===== config.mk =====
export PLATFORM = sky130hd
export DESIGN_NAME = fetch_pc_unit
export DESIGN_NICKNAME = d
export VERILOG_FILES = /design/src/rtl/fetch_pc_unit.sv
export SDC_FILE = /design/constraint.sdc
export NUM_CORES = 1
export LEC_CHECK = 0
export ABC_AREA = 0
export CAP_MARGIN = 20
export CELL_PAD_IN_SITES_DETAIL_PLACEMENT = 1
export CELL_PAD_IN_SITES_GLOBAL_PLACEMENT = 1
export CORE_AREA = 2 2 136 204
export DETAILED_ROUTE_END_ITERATION = 7
export DIE_AREA = 0 0 138 206
export MAX_ROUTING_LAYER = met4
export PLACE_DENSITY_LB_ADDON = 0.08
export SETUP_SLACK_MARGIN = 0.5
export SYNTH_ARGS = -nofsm -noshare
export SYNTH_HDL_FRONTEND = slang
export SYNTH_SLANG_ARGS = --single-unit

===== constraint.sdc =====
create_clock -name Clk -period 1.89 [get_ports Clk]
set_clock_uncertainty 0.05 [all_clocks]
set_input_delay 0.4725 -clock Clk [delete_from_list [all_inputs] [get_ports Clk]]
set_output_delay 0.4725 -clock Clk [all_outputs]
set_load 0.005 [all_outputs]

===== src/rtl/fetch_pc_unit.sv =====
// Program counter and IF/ID pipeline register with branch/jump redirect, stall hold,
// a post-branch shadow window that ignores wrong-path requests, and saturating event counters.
module fetch_pc_unit #(
    parameter int unsigned       ADDR_W    = 32,
    parameter logic [ADDR_W-1:0] RESET_PC  = '0,
    parameter int unsigned       BR_SHADOW = 2,
    parameter int unsigned       CNT_W     = 16
) (
    input  logic              Clk,
    input  logic              Rst_n,
    input  logic              BranchTaken,
    input  logic [ADDR_W-1:0] BranchTarget,
    input  logic              Jump,
    input  logic [ADDR_W-1:0] JumpTarget,
    input  logic              Stall,
    input  logic [31:0]       InstrIn,
    output logic [ADDR_W-1:0] PC,
    output logic [31:0]       IFID_Instr,
    output logic [ADDR_W-1:0] IFID_PCPlus4,
    output logic              IFID_Valid,
    output logic              FlushID,
    output logic [CNT_W-1:0]  TakenCount,
    output logic [CNT_W-1:0]  StallCount
);

    localparam int unsigned SH_W = (BR_SHADOW < 1) ? 1 : $clog2(BR_SHADOW + 1);
    localparam logic [SH_W-1:0] SHADOW_INIT = SH_W'(BR_SHADOW);

    localparam logic [1:0] ST_BOOT     = 2'd0;
    localparam logic [1:0] ST_RUN      = 2'd1;
    localparam logic [1:0] ST_REDIRECT = 2'd2;

    logic [1:0]        state_q, state_d;
    logic [SH_W-1:0]   shadow_q, shadow_d;
    logic [ADDR_W-1:0] pc_q, pc_d;
    logic [31:0]       instr_q, instr_d;
    logic [ADDR_W-1:0] pcp4_q, pcp4_d;
    logic              valid_q, valid_d;
    logic              flush_q, flush_d;
    logic [CNT_W-1:0]  taken_q, taken_d;
    logic [CNT_W-1:0]  stall_q, stall_d;

    logic [ADDR_W-1:0] pc_plus4;
    logic              fetch_adv;

    assign pc_plus4 = pc_q + ADDR_W'(4);

    always_comb begin
        state_d   = state_q;
        shadow_d  = shadow_q;
        pc_d      = pc_q;
        instr_d   = instr_q;
        pcp4_d    = pcp4_q;
        valid_d   = valid_q;
        flush_d   = 1'b0;
        taken_d   = taken_q;
        stall_d   = stall_q;
        fetch_adv = 1'b0;

        case (state_q)
            ST_BOOT: begin
                state_d = ST_RUN;
            end
            ST_RUN: begin
                if (BranchTaken) begin
                    pc_d     = {BranchTarget[ADDR_W-1:2], 2'b00};
                    valid_d  = 1'b0;
                    instr_d  = '0;
                    flush_d  = 1'b1;
                    shadow_d = SHADOW_INIT;
                    state_d  = (BR_SHADOW == 0) ? ST_RUN : ST_REDIRECT;
                    if (!(&taken_q)) begin
                        taken_d = taken_q + CNT_W'(1);
                    end
                end else if (Jump) begin
                    pc_d    = {JumpTarget[ADDR_W-1:2], 2'b00};
                    valid_d = 1'b0;
                    instr_d = '0;
                end else if (Stall) begin
                    if (!(&stall_q)) begin
                        stall_d = stall_q + CNT_W'(1);
                    end
                end else begin
                    fetch_adv = 1'b1;
                end
            end
            ST_REDIRECT: begin
                // Requests here belong to squashed wrong-path instructions.
                fetch_adv = 1'b1;
                shadow_d  = shadow_q - SH_W'(1);
                if (shadow_q <= SH_W'(1)) begin
                    state_d = ST_RUN;
                end
            end
            default: begin
                state_d = ST_RUN;
            end
        endcase

        if (fetch_adv) begin
            pc_d    = pc_plus4;
            instr_d = InstrIn;
            pcp4_d  = pc_plus4;
            valid_d = 1'b1;
        end
    end

    always_ff @(posedge Clk or negedge Rst_n) begin
        if (!Rst_n) begin
            state_q  <= ST_BOOT;
            shadow_q <= '0;
            pc_q     <= RESET_PC;
            instr_q  <= '0;
            pcp4_q   <= '0;
            valid_q  <= 1'b0;
            flush_q  <= 1'b0;
            taken_q  <= '0;
            stall_q  <= '0;
        end else begin
            state_q  <= state_d;
            shadow_q <= shadow_d;
            pc_q     <= pc_d;
            instr_q  <= instr_d;
            pcp4_q   <= pcp4_d;
            valid_q  <= valid_d;
            flush_q  <= flush_d;
            taken_q  <= taken_d;
            stall_q  <= stall_d;
        end
    end

    assign PC           = pc_q;
    assign IFID_Instr   = instr_q;
    assign IFID_PCPlus4 = pcp4_q;
    assign IFID_Valid   = valid_q;
    assign FlushID      = flush_q;
    assign TakenCount   = taken_q;
    assign StallCount   = stall_q;

endmodule


### Word-level counts from Yosys, hierarchy flattened

Cells that the tools add are included.

| storage, ports and cells | value |
|---|---|
| flip-flop bits (word level) | 134 |
| bits of input ports | 101 |
| output and inout bits | 130 |
| word-level logic and storage cells | 54 |

| cells by class | value |
|---|---|
| add/subtract/negate cells | 4 |
| order comparisons | 1 |
| equal/unequal tests | 4 |
| multiplexer cells | 22 |
| bitwise operators | 4 |
| reductions and logical operators | 10 |

Operators with widths:

| kind | count |
|---|---|
| $mux W32 | 8 |
| $add A16 B1 Y16 const B | 2 |
| $add A32 B3 Y32 const B | 1 |
| $reduce_and A16 Y1 | 2 |
| $mux W1 | 9 |
| $pmux W2 S2 | 2 |
| $reduce_and A2 Y1 | 3 |
| $reduce_and A5 Y1 | 1 |
| $mux W2 | 2 |
| $ne A2 B2 Y1 const B | 2 |
| $not A1 Y1 | 4 |
| $reduce_bool A2 Y1 | 2 |
| $reduce_and A3 Y1 | 1 |
| $reduce_bool A3 Y1 | 1 |
| $eq A2 B1 Y1 const B | 1 |
| $eq A2 B2 Y1 const B | 1 |
| $le A2 B1 Y1 const B | 1 |
| $pmux W1 S2 | 1 |
| $sub A2 B1 Y2 const B | 1 |

### Depth between registers and ports, before layout

Gate-level depths: netlist of run 1.

| depth | value |
|---|---|
| word-level depth | 6 |
| mapped depth | 9 |
| mapped depth without buffers | 7 |

### Worst setup path before layout of run 1

OpenSTA, ideal clock, no wires.

| timing path | value |
|---|---|
| path type | flip-flop to flip-flop |
| start | register pc_q[2] (netlist: PC[2]) |
| end | register pc_q[28] (netlist: PC[28]) |
| setup time | 134 ps |
| data arrival time | 1680 ps |
| data required time | 1706 ps |
| setup slack | 26 ps |
| cell stages (with the launch flop) | 7 |
| path buffers | 0 |
| clock period less this slack | 1864 ps |
| cells stage by stage | dfrtp_1 ha_1 nand4_4 nor3_4 nand4_1 xor2_1 o221ai_2 |

| on the way | value |
|---|---|
| longest elaborated chain between the ends | 2 |

RTL lines:

| what | line | RTL |
|---|---|---|
| start: declaration | 35 | `logic [ADDR_W-1:0] pc_q, pc_d;` |
| start signal: assignment | 122 | `pc_q <= pc_d;` |
| $add A32 B3 Y32 | 46 | `assign pc_plus4 = pc_q + ADDR_W'(4);` |
| $mux W32 | 100 | `if (fetch_adv) begin` |

No other way between the ends.
A chain may end at the register's enable or synchronous reset.

### Worst setup path after layout of run 1

| timing path | value |
|---|---|
| start | register taken_q[0] (netlist: TakenCount[0]) |
| end | register taken_q[6] (netlist: TakenCount[6]) |

| on the way | value |
|---|---|
| longest elaborated chain between the ends | 3 |
| elaborated cells between the ends (all ways) | 4 |
| classes of those cells | 1 x add/sub; 1 x bitwise; 2 x reduce/logical |

RTL lines:

| what | line | RTL |
|---|---|---|
| start: declaration | 40 | `logic [CNT_W-1:0] taken_q, taken_d;` |
| start signal: assignment | 127 | `taken_q <= taken_d;` |
| parallel branches: the longest is 3 deep, another holds $add A16 B1 Y16 | -- |  |

Several ways; the timed one is not identified.

==> results of run 1 <==
==> cells in the mapped netlist, types with 8 or more instances <==
cell type | number | area share (%)
a21oi_1 | 20 | 1.5
and3_1 | 9 | 0.85
buf_2 | 18 | 1.4
clkbuf_1 | 12 | 0.68
dfrtp_1 | 130 | 49
mux2i_1 | 27 | 4.1
nand2_1 | 138 | 7.9
nand3_1 | 56 | 4.3
nand4_1 | 18 | 1.7
nor2_1 | 19 | 1.1
o21ai_0 | 28 | 2.1
o21ai_1 | 22 | 1.7
o221ai_1 | 8 | 1.1
xnor2_1 | 30 | 4.0
xor2_1 | 24 | 3.2
==> per-layer routing <==
| layer | vias to the layer above | global-route usage (%) | part of all wire (%) |
|---|---|---|---|
| met5 | - | - | 0 |
| met4 | 0 | 5.32 | 1.4 |
| met3 | 20 | 4.56 | 4.5 |
| met2 | 164 | 33.6 | 56 |
| met1 | 3327 | 19.0 | 38 |
| li1 | 3171 | - | - |
==> sequential cells by signal, summed over array words and instances (netlist names) <==
name and count:
state_q 2, FlushID 1, IFID_PCPlus4 30, StallCount 16, shadow_q 2, IFID_Valid 1
IFID_Instr 32, PC 30, TakenCount 16
==> cells by family after synthesis <==
family / after synthesis / synth area share (%)
AOI/OAI and AO/OA: 108 / 10.4
other: 1 / 0.0569
and+or+nand+nor: 287 / 23.4
DFF: 130 / 49.4
adders and majority gates: 6 / 1.14
xor gates and xnor gates: 54 / 7.18
muxes: 32 / 4.96
buffers and inverters: 48 / 3.48
==> final timing paths <==
path,cells after the start,endpoint,start,slack (ns)
max,7,TakenCount[6]$_DFFE_PN0P_,TakenCount[0]$_DFFE_PN0P_,0.04
min,1,IFID_PCPlus4[6]$_DFFE_PN0P_,IFID_PCPlus4[6]$_DFFE_PN0P_,0.43
max reg2reg,7,TakenCount[6]$_DFFE_PN0P_,TakenCount[0]$_DFFE_PN0P_,0.04
min reg2reg,1,IFID_PCPlus4[6]$_DFFE_PN0P_,IFID_PCPlus4[6]$_DFFE_PN0P_,0.43
max in group asynchronous,3,PC[7]$_DFFE_PN0P_,Rst_n,0.70
min in group asynchronous,2,TakenCount[5]$_DFFE_PN0P_,Rst_n,0.51
==> cell usage in the layout, fill, tap and decap left out, types with 14 or more instances in the layout <==
cell type | Yosys | layout
dfrtp_2 | 0 | 16
mux2i_1 | 27 | 27
clkbuf_2 | 0 | 35
nand2_2 | 1 | 32
buf_12 | 0 | 16
buf_4 | 5 | 156
dfrtp_1 | 130 | 114
clkbuf_16 | 0 | 19
nand4_1 | 18 | 18
xor2_1 | 24 | 14
o21ai_0 | 28 | 16
o21ai_1 | 22 | 30
nand2_1 | 138 | 94
nor2_1 | 19 | 14
buf_2 | 18 | 59
clkdlybuf4s50_1 | 0 | 92
a21oi_1 | 20 | 17
buf_6 | 1 | 86
xnor2_1 | 30 | 21
nand3_1 | 56 | 44
==> report_power, final <==
group / switching [W] / total [W] / internal [W]
clock network: 0.00119 / 0.00320 / 0.00201
logic: 0.00466 / 0.0102 / 0.00554
registers: 0.000764 / 0.00466 / 0.00389
total: 0.00661 / 0.0180 / 0.0114
==> metrics by stage <==
stage | setup TNS [ns] | util (%)
floorplan | 0 | -
global placement | -37.97 | 37.0
detailed placement | -42.23 | 37.0
CTS | 0 | 41.5
global route | -0.296 | 45.1
finish | 0 | 45.1
==> layout make-up <==
type / instances / share of cell area [%]
inverter: 7 / 0.217
sequential: 130 / 27.0
timing repair buffer: 454 / 33.0
tap: 342 / 3.53
clock inverter: 6 / 0.682
multi-input combinational: 491 / 31.7
clock buffer: 22 / 3.91
==> what timing repair did <==
item | 4_1_cts | 5_1_grt
pin swaps | 24 | 53
resized for setup | 451 | 239
buffers inserted | 91 | 50
endpoints found under the setup margin | 252 | 255
hold buffers | 1 | 0
hold endpoints to repair | 37 | 0
cloned | 0 | 3
==> results.py, run 1 <==
metrics = {
    "outcome": {
        "status": "finished clean",
    },
    "setup_path": {
        "crit_fanout": 6,
        "cp-start-kind": "flop",
        "cp.required_ns": 2.14,
        "crit_path_frequent_cell": "nand4_1",
        "end_kind": "flop",
        "critPathMaxStageDelay_ns": 0.39,
        "crit_arrival_ns": 2.10,
        "worst-path-buf-inv": 1,
        "critPathKind": "reg -> reg",
        "critPathSlowestCell": "dfrtp_1",
        "crit_family": "simple AND/OR/NAND/NOR gates",
        "crit_chain": "buf_6 > ha_4 > and3_4 > nand4_1 > o31a_1 > nand4_1 > xnor2_2",
    },
    "floorplan": {
        "rows": 74,
        "fp.dieH_um": 206,
        "io-pin-count": 231,
        "initial_core_util_pct": 24.5,
        "die-area_mm2": 0.0284,
        "die_x_um": 138,
        "fp.coreArea_mm2": 0.0269,
    },
    "placed_design": {
        "gp_congestion": 0.753,
        "place_area_mm2": 0.00994,
        "numPortBuffers": 222,
        "dp_hpwl_um": 18200,
        "post-place-ws_ns": -0.525,
        "dp_cells": 1279,
    },
    "detailed_routing": {
        "drtAntennaViolNets": 0,
        "drc": 0,
        "vias": 6682,
        "first_iter_violations": 218,
        "wirelength_um": 25600,
        "drt-pass1-iter-count": 4,
        "avgViaCountPerCell": 4.60,
        "wl_per_cell_um": 17.7,
    },
    "layout": {
        "fill_cells": 2959,
        "n_antenna_cell": 0,
        "fin_cells": 1452,
        "seqCellArea_mm2": 0.00327,
        "drive_gt1_share_pct": 48.9,
        "multiInputGateArea_mm2": 0.00384,
        "finalNetCount": 1208,
        "final_area_mm2": 0.0121,
        "areaGrowthSynthToFinish_pct": 84.0,
    },
    "hold_path": {
        "hold_class": "reg -> reg",
    },
    "power": {
        "total_power_w": 0.0180,
        "powerDensity_mw_per_mm2": 1490,
        "vdd_drop_max_uv": 676,
        "leakage_nw": 5.88,
    },
    "clocking": {
        "clockRootBuffer": "clkbuf_16",
        "cts_tree": "done",
        "cts_htree_levels": 4,
        "cts_inserted_buffers": 17,
        "clock_sinks": 130,
        "clk_latency_ns": 0.42,
        "cts_buffer_depth": 2,
        "clk_pin_slew_ns": 0.05,
    },
    "synth": {
        "seq_area_frac_synth_pct": 49.4,
        "synth_cell_types": 61,
        "synth-main-ff-cell": "dfrtp_1",
        "synthArstFlopShare_pct": 100,
        "ys_warn_count": 0,
        "ys_seq_elements": 130,
        "synth-edff-count": 0,
        "synthCells": 666,
        "syn_area_mm2": 0.00659,
        "syn_area_per_cell_um2": 9.89,
    },
    "timing": {
        "slew_viol_final": 0,
        "final.period_utilization_pct": 97.9,
        "fin_crit_ns": 1.85,
        "finalHoldViolCount": 0,
        "fin_ws_ns": 0.0391,
        "fmax_mhz": 540,
        "setup_viol": 0,
        "rsz0062_at_grt": "true",
        "holdWs_ns": 0.429,
    },
    "global_route": {
        "antenna_found_initial": 0,
        "grt_usage_pct": 18.1,
        "grt_max_degree": 43,
        "globalRouteOverflowTotal": 0,
        "grt_first_pass_wirelength_um": 39500,
        "grt_pass1_vias": 7333,
    },
    "job": {
        "max_cap_violations": 0,
    },
}
Power figures use the tool's default switching activity.
==> run 2, diff against run 1 <==
CTS_CLUSTER_SIZE = 12   (was default)
==> results of run 2 <==
No change in the layout: final DEF, timing and power equal those of run 1.
==> run 3, diff against run 2 <==
CTS_CLUSTER_DIAMETER = 50   (was default)
==> results of run 3 <==
No change in the layout: final DEF, timing and power equal those of run 1.
